File: config.mk
export PLATFORM = sky130hd
export DESIGN_NAME = clock_controller
export DESIGN_NICKNAME = d
export VERILOG_FILES = /design/src/rtl/clock_controller_pkg.sv /design/src/rtl/step_sync.sv /design/src/rtl/clock_controller.sv
export SDC_FILE = /design/constraint.sdc
export NUM_CORES = 1
export LEC_CHECK = 0
export CAP_MARGIN = 20
export CORE_ASPECT_RATIO = 2
export CORE_MARGIN = 3
export CORE_UTILIZATION = 40
export CTS_BUF_LIST = sky130_fd_sc_hd__clkbuf_8
export DETAILED_ROUTE_END_ITERATION = 12
export PLACE_DENSITY_LB_ADDON = 0.1
export SLEW_MARGIN = 30
export SYNTH_ARGS = -nofsm -noshare
export SYNTH_HDL_FRONTEND = slang
export SYNTH_SLANG_ARGS = --single-unit
File: constraint.sdc
create_clock -name clk_in -period 4.2 [get_ports clk_in]
set_input_delay 0.63 -clock clk_in [delete_from_list [all_inputs] [get_ports clk_in]]
set_output_delay 0.63 -clock clk_in [all_outputs]
set_load 0.01 [all_outputs]
File: src/rtl/clock_controller_pkg.sv
// clock_controller_pkg
//   Shared types for the programmable CPU clock-enable generator.
//   clk_mode_t encodes the 2-bit mode input. The reserved encoding is
//   listed so that a cast from the raw port value is always a named member.
//   The controller treats it exactly like MODE_HALT.
package clock_controller_pkg;

  typedef enum logic [1:0] {
    MODE_HALT = 2'b00,
    MODE_RUN  = 2'b01,
    MODE_STEP = 2'b10,
    MODE_RSVD = 2'b11
  } clk_mode_t;

endpackage

File: src/rtl/step_sync.sv
// step_sync
//   Turns a raw, asynchronous single-step button level into a one-cycle
//   pulse in the clk_in domain. It uses a 2-flop synchroniser followed by a
//   rising-edge detector, so one press gives exactly one pulse no matter how
//   long the button is held.
//   Ports:
//     clk_in     in  system clock
//     reset      in  asynchronous, active-high reset
//     step_raw   in  raw button level (asynchronous)
//     step_pulse out one-cycle pulse, two cycles after the raw rising edge
module step_sync (
  input  logic clk_in,
  input  logic reset,
  input  logic step_raw,
  output logic step_pulse
);

  // [0],[1] form the synchroniser; [2] holds the previous synchronised level.
  logic [2:0] sync_q;
  logic [2:0] sync_d;

  always_comb begin
    sync_d = {sync_q[1:0], step_raw};
  end

  always_ff @(posedge clk_in or posedge reset) begin
    if (reset) sync_q <= '0;
    else       sync_q <= sync_d;
  end

  assign step_pulse = sync_q[1] & ~sync_q[2];

endmodule

File: src/rtl/clock_controller.sv
// clock_controller
//   Programmable CPU clock-enable generator. It produces a one-cycle tick
//   every 'divisor' clk_in cycles in RUN mode, one tick per request in STEP
//   mode, and no ticks in HALT or reserved mode. It also produces clk_out,
//   which toggles on every tick, and a sticky halted flag that is set by the
//   CPU's HLT instruction.
//   Build option: when CLOCK_CONTROLLER_STEP_SYNC_EN is defined, step_req is
//   treated as a raw button level and passes through step_sync. Otherwise
//   step_req is a synchronous pulse that is used directly.
//   Ports:
//     clk_in     in  system clock
//     reset      in  asynchronous, active-high reset
//     mode       in  00 HALT, 01 RUN, 10 STEP, 11 reserved (HALT)
//     step_req   in  single-step request
//     div_load   in  one-cycle pulse that loads div_value (0 is taken as 1)
//     div_value  in  new divisor in clk_in cycles per tick
//     halt_in    in  CPU HLT, sets the sticky halt
//     tick       out one-cycle CPU enable
//     clk_out    out 50 % duty heartbeat, toggles on each tick
//     running    out registered (mode == RUN && !halted)
//     halted     out sticky halt flag, cleared only by reset
module clock_controller
  import clock_controller_pkg::*;
#(
  parameter int          CNT_WIDTH   = 26,
  parameter int unsigned DEFAULT_DIV = 25_000_000
) (
  input  logic                 clk_in,
  input  logic                 reset,
  input  logic [1:0]           mode,
  input  logic                 step_req,
  input  logic                 div_load,
  input  logic [CNT_WIDTH-1:0] div_value,
  input  logic                 halt_in,
  output logic                 tick,
  output logic                 clk_out,
  output logic                 running,
  output logic                 halted
);

  localparam logic [CNT_WIDTH-1:0] ONE = {{(CNT_WIDTH-1){1'b0}}, 1'b1};

  logic step_pulse;

`ifdef CLOCK_CONTROLLER_STEP_SYNC_EN
  step_sync u_step_sync (
    .clk_in     (clk_in),
    .reset      (reset),
    .step_raw   (step_req),
    .step_pulse (step_pulse)
  );
`else
  assign step_pulse = step_req;
`endif

  logic [CNT_WIDTH-1:0] cnt_q, cnt_d;
  logic [CNT_WIDTH-1:0] div_q, div_d;
  logic                 tick_q, tick_d;
  logic                 clk_out_q, clk_out_d;
  logic                 running_q, running_d;
  logic                 halted_q, halted_d;
  logic                 pend_q, pend_d;
  clk_mode_t            mode_e;
  logic                 terminal;

  always_comb begin
    // NOTE: every signal gets a default before the case below, so no path leaves it unassigned (no latch).
    mode_e    = clk_mode_t'(mode);
    terminal  = (cnt_q == div_q - ONE);
    cnt_d     = cnt_q;
    div_d     = div_q;
    tick_d    = 1'b0;
    clk_out_d = clk_out_q;
    pend_d    = pend_q;
    halted_d  = halted_q | halt_in;
    running_d = (mode_e == MODE_RUN) && !halted_q;

    // The counter is held at 0 outside RUN, and pending is cleared outside
    // STEP. Together these make any mode change restart the period and
    // cancel a pending step.
    case (mode_e)
      MODE_RUN: begin
        pend_d = 1'b0;
        if (!halted_q) begin
          if (terminal) begin
            cnt_d  = '0;
            tick_d = 1'b1;
          end else begin
            cnt_d = cnt_q + ONE;
          end
        end
      end
      MODE_STEP: begin
        cnt_d = '0;
        // Pending lasts for the single cycle in which its tick is emitted.
        // A request that arrives while it is set is dropped.
        if (pend_q) begin
          pend_d = 1'b0;
        end else if (step_pulse && !halted_q) begin
          pend_d = 1'b1;
          tick_d = 1'b1;
        end
      end
      default: begin
        cnt_d  = '0;
        pend_d = 1'b0;
      end
    endcase

    // A divisor load restarts the period. It also suppresses a terminal
    // count that falls in the same cycle.
    if (div_load) begin
      div_d = (div_value == '0) ? ONE : div_value;
      cnt_d = '0;
      if (mode_e == MODE_RUN) tick_d = 1'b0;
    end

    if (tick_d) clk_out_d = ~clk_out_q;
  end

  // NOTE: sequential state uses non-blocking assignments, so every flop samples the pre-edge values.
  always_ff @(posedge clk_in or posedge reset) begin
    if (reset) begin
      cnt_q     <= '0;
      div_q     <= CNT_WIDTH'(DEFAULT_DIV);
      tick_q    <= 1'b0;
      clk_out_q <= 1'b0;
      running_q <= 1'b0;
      halted_q  <= 1'b0;
      pend_q    <= 1'b0;
    end else begin
      cnt_q     <= cnt_d;
      div_q     <= div_d;
      tick_q    <= tick_d;
      clk_out_q <= clk_out_d;
      running_q <= running_d;
      halted_q  <= halted_d;
      pend_q    <= pend_d;
    end
  end

  assign tick    = tick_q;
  assign clk_out = clk_out_q;
  assign running = running_q;
  assign halted  = halted_q;

endmodule
; Word level (Yosys, flattened, before mapping)
; Index checks and enable logic that the tools add are counted.
; Widths: inputs -> output; s select.
[classes]
reduce_logical = 4
n_bitwise = 2
n_eq_ne = 4
n_addsub = 2
n_mux = 13
[ops]
columns = cell, n
row1 = $mux 26, 5
row2 = $add 26x1->26 const B, 1
row3 = $eq 26x26->1, 1
row4 = $logic_not 26->1, 1
row5 = $sub 26x1->26 const B, 1
row6 = $mux 1, 7
row7 = $ne 3x3->1 const B, 1
row8 = $eq 2x1->1 const B, 1
row9 = $eq 2x2->1 const B, 1
row10 = $logic_and 1x1->1, 2
row11 = $pmux 1 s2, 1
row12 = $logic_not 1->1, 1
row13 = $not 1->1, 1
row14 = $or 1x1->1, 1
[word_totals]
in_bits = 33
wordCells = 32
out_inout_bits = 4
regBits = 57

; Depth between registers and ports, before layout
[logic_depth]
ltp_word = 7
depth_mapped = 11
mapped_depth_nobuf = 10

; Worst setup path before layout
; OpenSTA, ideal clock, no wires.
[synth_timing]
path_type = register to register
from = register div_q[7]
to = register clk_out_q, in the netlist clk_out
t_required_ns = 4.074
period_less_slack_ns = 2.849
slack_ns = 1.351
arrival_time_ns = 2.723
setup_ns = 0.126
stages_incl_launch_ff = 10
path_buffers = 2
path_cell_list = dfrtp_1 -> or3_1 -> or4_1 -> buf_2 -> a211oi_2 -> o22ai_1 -> nor4b_2 -> o2111ai_2 -> buf_6 -> a311o_1
[synth_via]
elab_chain_cells = 7
[synth_lines]
columns = element, line_no
row1 = "start, declared", clock_controller.sv:57  ; logic [CNT_WIDTH-1:0] div_q, div_d;
row2 = "start signal, assigned", clock_controller.sv:125  ; div_q <= CNT_WIDTH'(DEFAULT_DIV);
row3 = "start signal, assigned", clock_controller.sv:133  ; div_q <= div_d;
row4 = $sub 26x1->26 *, clock_controller.sv:69  ; terminal = (cnt_q == div_q - ONE);
row5 = $eq 26x26->1 *, clock_controller.sv:69
row6 = $mux 1 *, clock_controller.sv:85  ; if (terminal) begin
row7 = $mux 1 *, clock_controller.sv:84  ; if (!halted_q) begin
row8 = $pmux 1 s2 *, clock_controller.sv:81  ; case (mode_e)
row9 = $mux 1, clock_controller.sv:115  ; if (mode_e == MODE_RUN) tick_d = 1'b0;
row10 = $mux 1 *, clock_controller.sv:112  ; if (div_load) begin
row11 = "end signal, assigned", clock_controller.sv:135  ; clk_out_q <= clk_out_d;
row12 = "end, declared", clock_controller.sv:59  ; logic clk_out_q, clk_out_d;
; Mark *: on every way between the ends. The rest lies on a longest branch, timed or not.
; A chain may end at the register's enable or synchronous reset.

; Final worst setup path
[layout_timing]
from = register div_q[7]
to = register cnt_q[6]
[layout_via]
elab_chain_cells = 6
[layout_lines]
columns = element, line_no
row1 = $sub 26x1->26, clock_controller.sv:69
row2 = $eq 26x26->1, clock_controller.sv:69
row3 = $mux 26, clock_controller.sv:85
row4 = $mux 26, clock_controller.sv:84
row5 = $mux 26, clock_controller.sv:81
row6 = $mux 26, clock_controller.sv:112
row7 = "end signal, assigned", clock_controller.sv:132  ; cnt_q <= cnt_d;
row8 = "end, declared", clock_controller.sv:56  ; logic [CNT_WIDTH-1:0] cnt_q, cnt_d;
; No other way between the ends. The select of a mux whose other input is x is not followed.

==> run_results.csv <==
group,metric,value,unit
floorplanning,start_util,0.412,
power_and_ir_drop,p_per_area,289,nW/um^2
synthesis,synth_top_area_cell,"dfrtp_1",
run_status,status,"finished clean",
grt,gr-total-overflow,0,
routing,drt_iter0_markers,260,
clock_tree,numCtsBuffers,9,
place,gp_congestion,0.896,
place,place_area,4180,sq um
synthesis,synth_edf_count,0,
routing,drc,0,
sta,setup_tns,0,ps
cells_and_area,finish.instance_area,4350,sq um
clock_tree,clock_latency,350,ps
worst_setup_path,crit_path_end_kind,"flop",
floorplanning,die_w,74.2,um
cells_and_area,antenna-diode-count,0,
clock_tree,cts-resized-gates,0,
grt,met2_usage,0.388,
place,hpwlAfterDp,7810,um
synthesis,synth_top_cell_area_share,0.303,
hold_path,hp-class,"flop to flop",
floorplanning,die_h,142,um
synthesis,synthFlopType,"dfrtp_1",
sta,setup_violations,0,
worst_setup_path,critical_path_peak_fanout,18,
power_and_ir_drop,vdd_drop_max,213,uV
grt,antenna_found_initial,0,
sta,rsz0062_at_grt,"false",
sta,fmax,314,MHz
power_and_ir_drop,leakage,1.59,nW
grt,grt.busiest_layer,"met2",
worst_setup_path,worstPathArrival,3410,ps
grt,use_met3,0.0368,
synthesis,yosysMostFrequentCell,"dfrtp_1",
grt,grt_pass1_wl,16800,um
clock_tree,cts_tree,"yes",
synthesis,synth.avg_cell_area,9.25,sq um
floorplanning,dieArea,10600,sq um
floorplanning,fp.coreArea,9010,sq um
cells_and_area,synthToLayoutAreaGrowth,16.9,%
synthesis,async_flop_share,1.00,
routing,post_drt_wl_per_cell,19.3,um
routing,ant_nets,0,
power_and_ir_drop,power,1.26,mW
cells_and_area,drive_gt1_frac,0.166,
power_and_ir_drop,clockPowerShare,0.358,
sta,slew_headroom,0.560,
place,portBuffers,36,
synthesis,yosys_warnings,0,
clock_tree,clock_tree.root_cell,"clkbuf_8",
power_and_ir_drop,comb_power_share,0.146,
power_and_ir_drop,p_seq_frac,0.496,
synthesis,synth.area.top_cells,"dfrtp_1 30%, dfstp_2 8.5%, mux2_2 6.4%, xnor2_1 4.0%, nand2_1 3.8%",
sta,min_period,3180,ps
sta,finalHoldViolCount,0,
synthesis,ys_types,60,
worst_setup_path,worstSetupPathType,"flop to flop",
clock_tree,cts_setup_buffers,0,
power_and_ir_drop,p_sw,342,uW
worst_setup_path,required,4420,ps
sta,whs,537,ps
synthesis,syn_area,3720,sq um
clock_tree,cts_max_path_buffers,2,
clock_tree,clock-sinks,57,
routing,via_count,3238,
grt,use_met1,0.237,
sta,worst_pin_slew,660,ps
worst_setup_path,max_stage_delay,710,ps
cells_and_area,layout.nets,472,
sta,clock-skew-final,9.74,ps
synthesis,synth_common_cells,"45 x dfrtp_1, 38 x nand2_1, 22 x nand3_1",
grt,track_usage,0.213,
power_and_ir_drop,switching_share,0.272,
clock_tree,htree_levels,3,
clock_tree,ctsHoldBuffers,0,
floorplanning,rows,49,
synthesis,yosysSeqAreaShare,0.388,
worst_setup_path,cp_cell_sequence,"or3_1 -> or4_1 -> nor3_1 -> o22ai_1 -> nor4b_2 -> o2111ai_2 -> buf_4 -> a31oi_1 -> mux2i_1",
worst_setup_path,crit_slowest_cell,"or4_1",
floorplanning,boundaryPins,37,
routing,via_per_inst,5.97,
clock_tree,clk_pin_slew,60,ps
power_and_ir_drop,internal_power,915,uW
synthesis,syn_inst,402,
sta,post-route-period-util,0.758,
synthesis,synth_seq_cells,57,
grt,grt_pass1_vias,3193,
routing,routed_wl,10400,um
grt,grt_max_degree,31,
worst_setup_path,critPathLaunchType,"flop",
job,drv_cap,0,
routing,first_pass_iters,4,
synthesis,syn_nets,439,
sta,slew_violations,0,
==> per-layer routing <==
metal  wire length [um]  part of all wire
met1               4040              0.39
met5                  0                 0
met3                233             0.022
met2               5940              0.57
met4                230             0.022
==> logic make-up (layout without fill, tap and decap cells) <==
| family | Yosys count | after routing | share of synthesized area |
|---|---|---|---|
| and+or+nand+nor | 168 | 168 | 0.251 |
| AOI/OAI and AO/OA | 74 | 74 | 0.146 |
| DFF | 57 | 57 | 0.388 |
| muxes | 25 | 25 | 0.0744 |
| adders and majority gates | 4 | 4 | 0.0135 |
| xor gates and xnor gates | 33 | 33 | 0.0815 |
| buffers and inverters | 41 | 79 | 0.0451 |
==> critical path: cells and delay by family, from the launching register on <==
family / cells / cell delay [ps]
flip-flops: 1 / 430
multiplexers: 1 / 90
buffers and inverters: 1 / 250
AND/OR/NAND/NOR: 4 / 1740
AO/OA/AOI/OAI: 3 / 550
==> layout by cell type (no fill, tap or decap), drive strengths merged, types with 17 or more instances in the layout <==
master | netlist | layout
dfrtp | 45 | 45
nand2 | 38 | 38
clkdlybuf4s50 | 0 | 36
nand3 | 22 | 22
inv | 17 | 22
nor2 | 21 | 21
mux2 | 21 | 21
xnor2 | 17 | 17
nand4 | 17 | 17
==> path summary, 6_finish.rpt <==
path	startpoint	endpoint	slack, ps	cells after the start
min in group asynchronous	reset	cnt_q[8]	690	2
worst max-delay path	div_q[7]	cnt_q[6]	1020	9
worst min-delay path	div_q[25]	div_q[25]	540	1
worst min register to register	div_q[25]	div_q[25]	540	1
worst max register to register	div_q[7]	cnt_q[6]	1020	9
max in group asynchronous	reset	div_q[12]	2620	3
==> power by group through the flow <==
| stage | Clock [mW] | Sequential [mW] | Combinational, mW |
|---|---|---|---|
| floorplan | 0 | 0.614 | 0.126 |
| global placement | 0 | 0.633 | 0.181 |
| detailed placement | 0 | 0.634 | 0.184 |
| CTS | 0.464 | 0.624 | 0.186 |
| global route | 0.489 | 0.628 | 0.203 |
| finish | 0.450 | 0.624 | 0.184 |
==> final cells by class <==
cell class                      count  area, sq um
Clock inverter                      5         18.8
Sequential cell                    57         1440
Fill cell                         864         4670
Clock buffer                       11          151
Tap cell                          102          128
Timing Repair Buffer               46          435
Multi-Input combinational cell    304         2110
Inverter                           17         63.8
==> through the flow <==
stage | setup WS, ps | util | instances
floorplan | 1350 | - | 402
global placement | 1060 | 0.463 | 526
detailed placement | 1030 | 0.463 | 526
CTS | 1020 | 0.482 | 542
global route | 765 | 0.482 | 542
finish | 1020 | 0.482 | 542
==> sequential cells by signal, indices dropped and copies added (netlist names) <==
name and cells:
clk_out 1, tick 1, div_q 26, halted 1
pend_q 1, running 1, cnt_q 26
No activity file was read; power rests on OpenSTA's default activity.
==> RTL change 1: new RTL, config.mk and constraints unchanged <==
The parameter `CNT_WIDTH` goes from 26 to 52.
--- a/src/rtl/clock_controller.sv
+++ b/src/rtl/clock_controller.sv
@@ -22,7 +22,7 @@
 module clock_controller
   import clock_controller_pkg::*;
 #(
-  parameter int          CNT_WIDTH   = 26,
+  parameter int          CNT_WIDTH   = 52,
   parameter int unsigned DEFAULT_DIV = 25_000_000
 ) (
   input  logic                 clk_in,
Interface: changed (resized div_value); port bits go from 37 to 63. The function was not compared with the original's and may differ.
==> RTL change 1 against the original RTL <==
Combinational power is 120% higher. Final area is 98% higher. Sequential cell count is 52 higher. Global-route usage is 3.9 points higher. Power is 81% higher. Synthesized area is 98% higher. Core utilization is 0.19 points lower. Wire length is 140% higher. Setup slack worse by 880 ps. Die area is 91% higher. Sequential power is 89% higher. Clock power is 55% higher. Largest power group unchanged.
==> RTL change 1: results (changes against the original RTL) <==
stage;metric;value;unit;change
drt;vias_per_cell;6.30;;+5.4%
layout;seq_share;31.8;%;-1.4 points
layout;fill_cells;1721;;+99%
sta;tightest_slew;740;ps;+79.9 ps
synth;synth_xor_area_share;8.33;%;+0.18 points
outcome;status;finished, final reports clean;;
synth;ys_seq_area_share;37.2;%;-1.5 points
pwr;peakVddDrop;0.138;mV;-35%
layout;nMultiInputCombCells;635;;+110%
clock_network;cts_resized;1;;+1
synth;ys_top_cells_by_count;dfrtp_1 (97), nand2_1 (79), nand4_1 (51);;
layout;nClkBuffers;10;;-1
pwr;total_leakage_power;3.06;nW;+92%
global_route;grt_pass1_wl;38700;um;+130%
layout;nets;957;;+100%
placed_design;post-dp-hpwl;19200;um;+150%
synth;synth_compound_area_share;13.1;%;-1.6 points
setup_path;r2r_slack;140;ps;-880 ps
layout;stdcell_count;1112;;+110%
layout;buffer_area_share;11.4;%;+1.4 points
pwr;power_density;265;mW/mm2;-8.6%
setup_path;cp_slowest_stage_delay;590;ps;-120 ps
placed_design;io_buffers;62;;+72%
placed_design;placed_area;0.00838;mm2;+100%
global_route;grt_max_degree;66;;+110%
sta;min_period;4060;ps;+877 ps
setup_path;cp-endpoint;clk_out;;
setup_path;crit_slowest_cell;or4_4;;
setup_path;crit_start;div_q[0];;
setup_path;critPathArrivalTime;4410;ps;+1000 ps
synth;synthAdderAreaFrac;0.680;%;-0.67 points
==> RTL change 1: cell types whose count changed after synthesis, sizes merged, moves of 22 or more <==
cell	delta
dfrtp	+52
nand2	+41
nand4	+34
nor4	+31
xnor2	+26
mux2	+24
nand3	+24
clkbuf	+22
==> RTL change 1: power breakdown <==
| part | internal [mW] | total, mW | switching, mW |
|---|---|---|---|
| clock | 0.298 | 0.699 | 0.401 |
| combinational | 0.202 | 0.403 | 0.201 |
| sequential | 1.11 | 1.18 | 0.0719 |
==> RTL change 1: critical path: cells and delay by family (launching register included) <==
family | cells | cell delay (ps)
and+or+nand+nor | 7 | 3070
DFF | 1 | 450
buffers and inverters | 1 | 240
AOI/OAI and AO/OA | 1 | 160
xor gates and xnor gates | 1 | 90
==> RTL change 1: routing by layer <==
metal	global-route usage, %	share of wire [%]	vias up
met5	0	0	-
met4	16.5	7.0	0
met3	2.68	3.3	75
met2	46.3	55	242
met1	26.0	35	3422
li1	-	-	3262
==> RTL change 2: new RTL, same settings <==
Without the edit above. Put one more register stage on the output `halted`, with the module's reset. The value now appears one clock later. The other outputs are not delayed to match. Comments in the files are not updated.
--- a/src/rtl/clock_controller.sv
+++ b/src/rtl/clock_controller.sv
@@ -142,6 +142,12 @@
   assign tick    = tick_q;
   assign clk_out = clk_out_q;
   assign running = running_q;
-  assign halted  = halted_q;
+  always_ff @(posedge clk_in or posedge reset) begin
+    if (reset) begin
+      halted <= '0;
+    end else begin
+      halted <= halted_q;
+    end
+  end
 
 endmodule
Function: changed (Yosys sat finds a counterexample within 4 cycles, from zero or initial values and one cycle with reset high).
==> RTL change 2 against the original RTL <==
Clock skew increased by 1.5 ps. Sequential cell count grew 1. Synthesized area grew 0.67%. Power rose by 2.0%. Final area up 0.49%. Die area grew 0.63%. Setup slack got worse by 310 ps. Wire length increased by 1.1%.
==> RTL change 2: results (changes against the original RTL) <==
stage;metric;value;unit;change
global_route;grt_pass1_wl;16800;um;-0.29%
setup_path;crit_slowest_cell;or4_1;;
pwr;peakVddDrop;0.271;mV;+27%
outcome;status;finished, final reports clean;;
placed_design;place_congestion;0.908;;+1.4%
global_route;track_usage;21.2;%;-0.10 points
clock_network;root_buffer;clkbuf_8;;
placed_design;placed_area;0.00419;mm2;+0.42%
drt;dr.pass1.iters;4;;unchanged
setup_path;critPathArrivalTime;3710;ps;+300 ps
layout;nets;472;;unchanged
clock_network;clkSlewWorstSetupHoldPaths;70;ps;
setup_path;cp_top_family;simple AND/OR/NAND/NOR gates;;
drt;vias_per_cell;6.06;;+1.5%
global_route;grt_pass1_vias;3257;;+2.0%
clock_network;cts_buffer_depth;2;;unchanged
sta;clock_skew;11.3;ps;+1.51 ps
drt;drtIter0Drc;211;;-19%
synth;ys_types;60;;unchanged
drt;wirelength;10600;um;+1.1%
pwr;cellInternalPower;0.927;mW;+1.3%
global_route;antenna_found_initial;0;;unchanged
setup_path;cp_slowest_stage_delay;710;ps;about the same
layout;top_regs;cnt_q: 26 flops, div_q: 26 flops;;
setup_path;worstPathMaxFanout;12;;-6
synth;yosysWarnings;0;;unchanged
placed_design;io_buffers;36;;unchanged
global_route;grt-ovfl-total;0;;unchanged
layout;diodes;0;;unchanged
synth;syn_nets;440;;+0.23%
sta;maxSlewHeadroom;37.8;%;-18 points
clock_network;postCtsSetupBuffers;0;;unchanged
layout;final-seq-area;0.00147;mm2;+1.7%
synth;ys_seq_area_share;39.2;%;+0.41 points
layout;stdcell_count;542;;unchanged
layout;fill_cells;884;;+2.3%
synth;synth-main-ff-cell;dfrtp_1;;
global_route;grt_max_degree;41;;+32%
clock_network;htreeDepth;3;;unchanged
layout;drive_gt1_share;17.0;%;+0.45 points
pwr;total_leakage_power;1.59;nW;about the same
placed_design;place_inst;526;;unchanged
synth;ys_top_cells_by_count;dfrtp_1 (46), nand2_1 (38), nand3_1 (22);;
clock_network;numCtsBuffers;9;;unchanged
synth;synth.avg_cell_area;9.29;um2;+0.42%
min_path;hp-class;flip-flop to flip-flop;;
synth;netlist_top_cells_area;dfrtp_1 (31%), dfstp_2 (8.4%), mux2_2 (6.3%);;
synth;synthArstFlopShare;100;%;unchanged
placed_design;post-dp-hpwl;8070;um;+3.4%
clock_network;cts_resized;0;;unchanged
clock_network;worstSkewPairLatency;350;ps;about the same
-- RTL change 2: cell types whose count changed in the layout (fill, tap and decap cells not counted), sizes merged --
cell    delta
buf        -1
clkinv     +3
dfrtp      +1
inv        -3
-- RTL change 2: worst paths after layout --
kind	from	to	slack, ps	depth (start not counted)
worst max register to register	div_q[8]	cnt_q[6]	710	9
worst max-delay path	div_q[8]	cnt_q[6]	710	9
worst min register to register	halted_q	halted	440	0
min in group asynchronous	reset	cnt_q[19]	770	2
worst min-delay path	halted_q	halted	440	0
max in group asynchronous	reset	div_q[12]	2590	3
-- RTL change 2: layout make-up --
class	count	share of cell area, %
tap	102	2.92
multi-input combinational	304	48.3
clock inverter	5	0.516
timing repair buffer	45	9.80
inverter	17	1.46
sequential	58	33.6
clock buffer	11	3.47
-- RTL change 2: worst reg2reg max path: cells and delay by family, from the launching register on --
kind,cells,cell delay (ps)
buf+inv,1,320
simple gates,3,1490
compound gates,4,1010
flops,1,450
mux,1,90
-- RTL change 2: per-layer routing --
metal,part of all wire [%],wire [um],GRT usage [%]
met1,36,3800,23.0
met2,57,6060,38.3
met3,3.5,369,3.88
met4,3.2,333,9.66
met5,0,0,0
-- RTL change 2: power groups by stage --
stage               Sequential [mW]  Clock [mW]  Combinational (mW)
CTS                           0.637       0.479               0.182
detailed placement            0.647           0               0.181
global placement              0.646           0               0.178
global route                  0.642       0.509               0.199
finish                        0.637       0.466               0.180
floorplan                     0.624           0               0.126
-- RTL change 2: cells by family after synthesis --
logic type | synth area share [%]
muxes | 7.39
xor gates and xnor gates | 8.09
AOI/OAI and AO/OA | 14.5
and+or+nand+nor | 25.0
adders and majority gates | 1.34
buffers and inverters | 4.48
DFF | 39.2
-- RTL change 2: through the flow --
stage / setup WS, ps / hold WS, ps
global placement: 756 / 446
finish: 706 / 444
floorplan: 1350 / 393
CTS: 706 / 456
detailed placement: 750 / 441
global route: 465 / 466
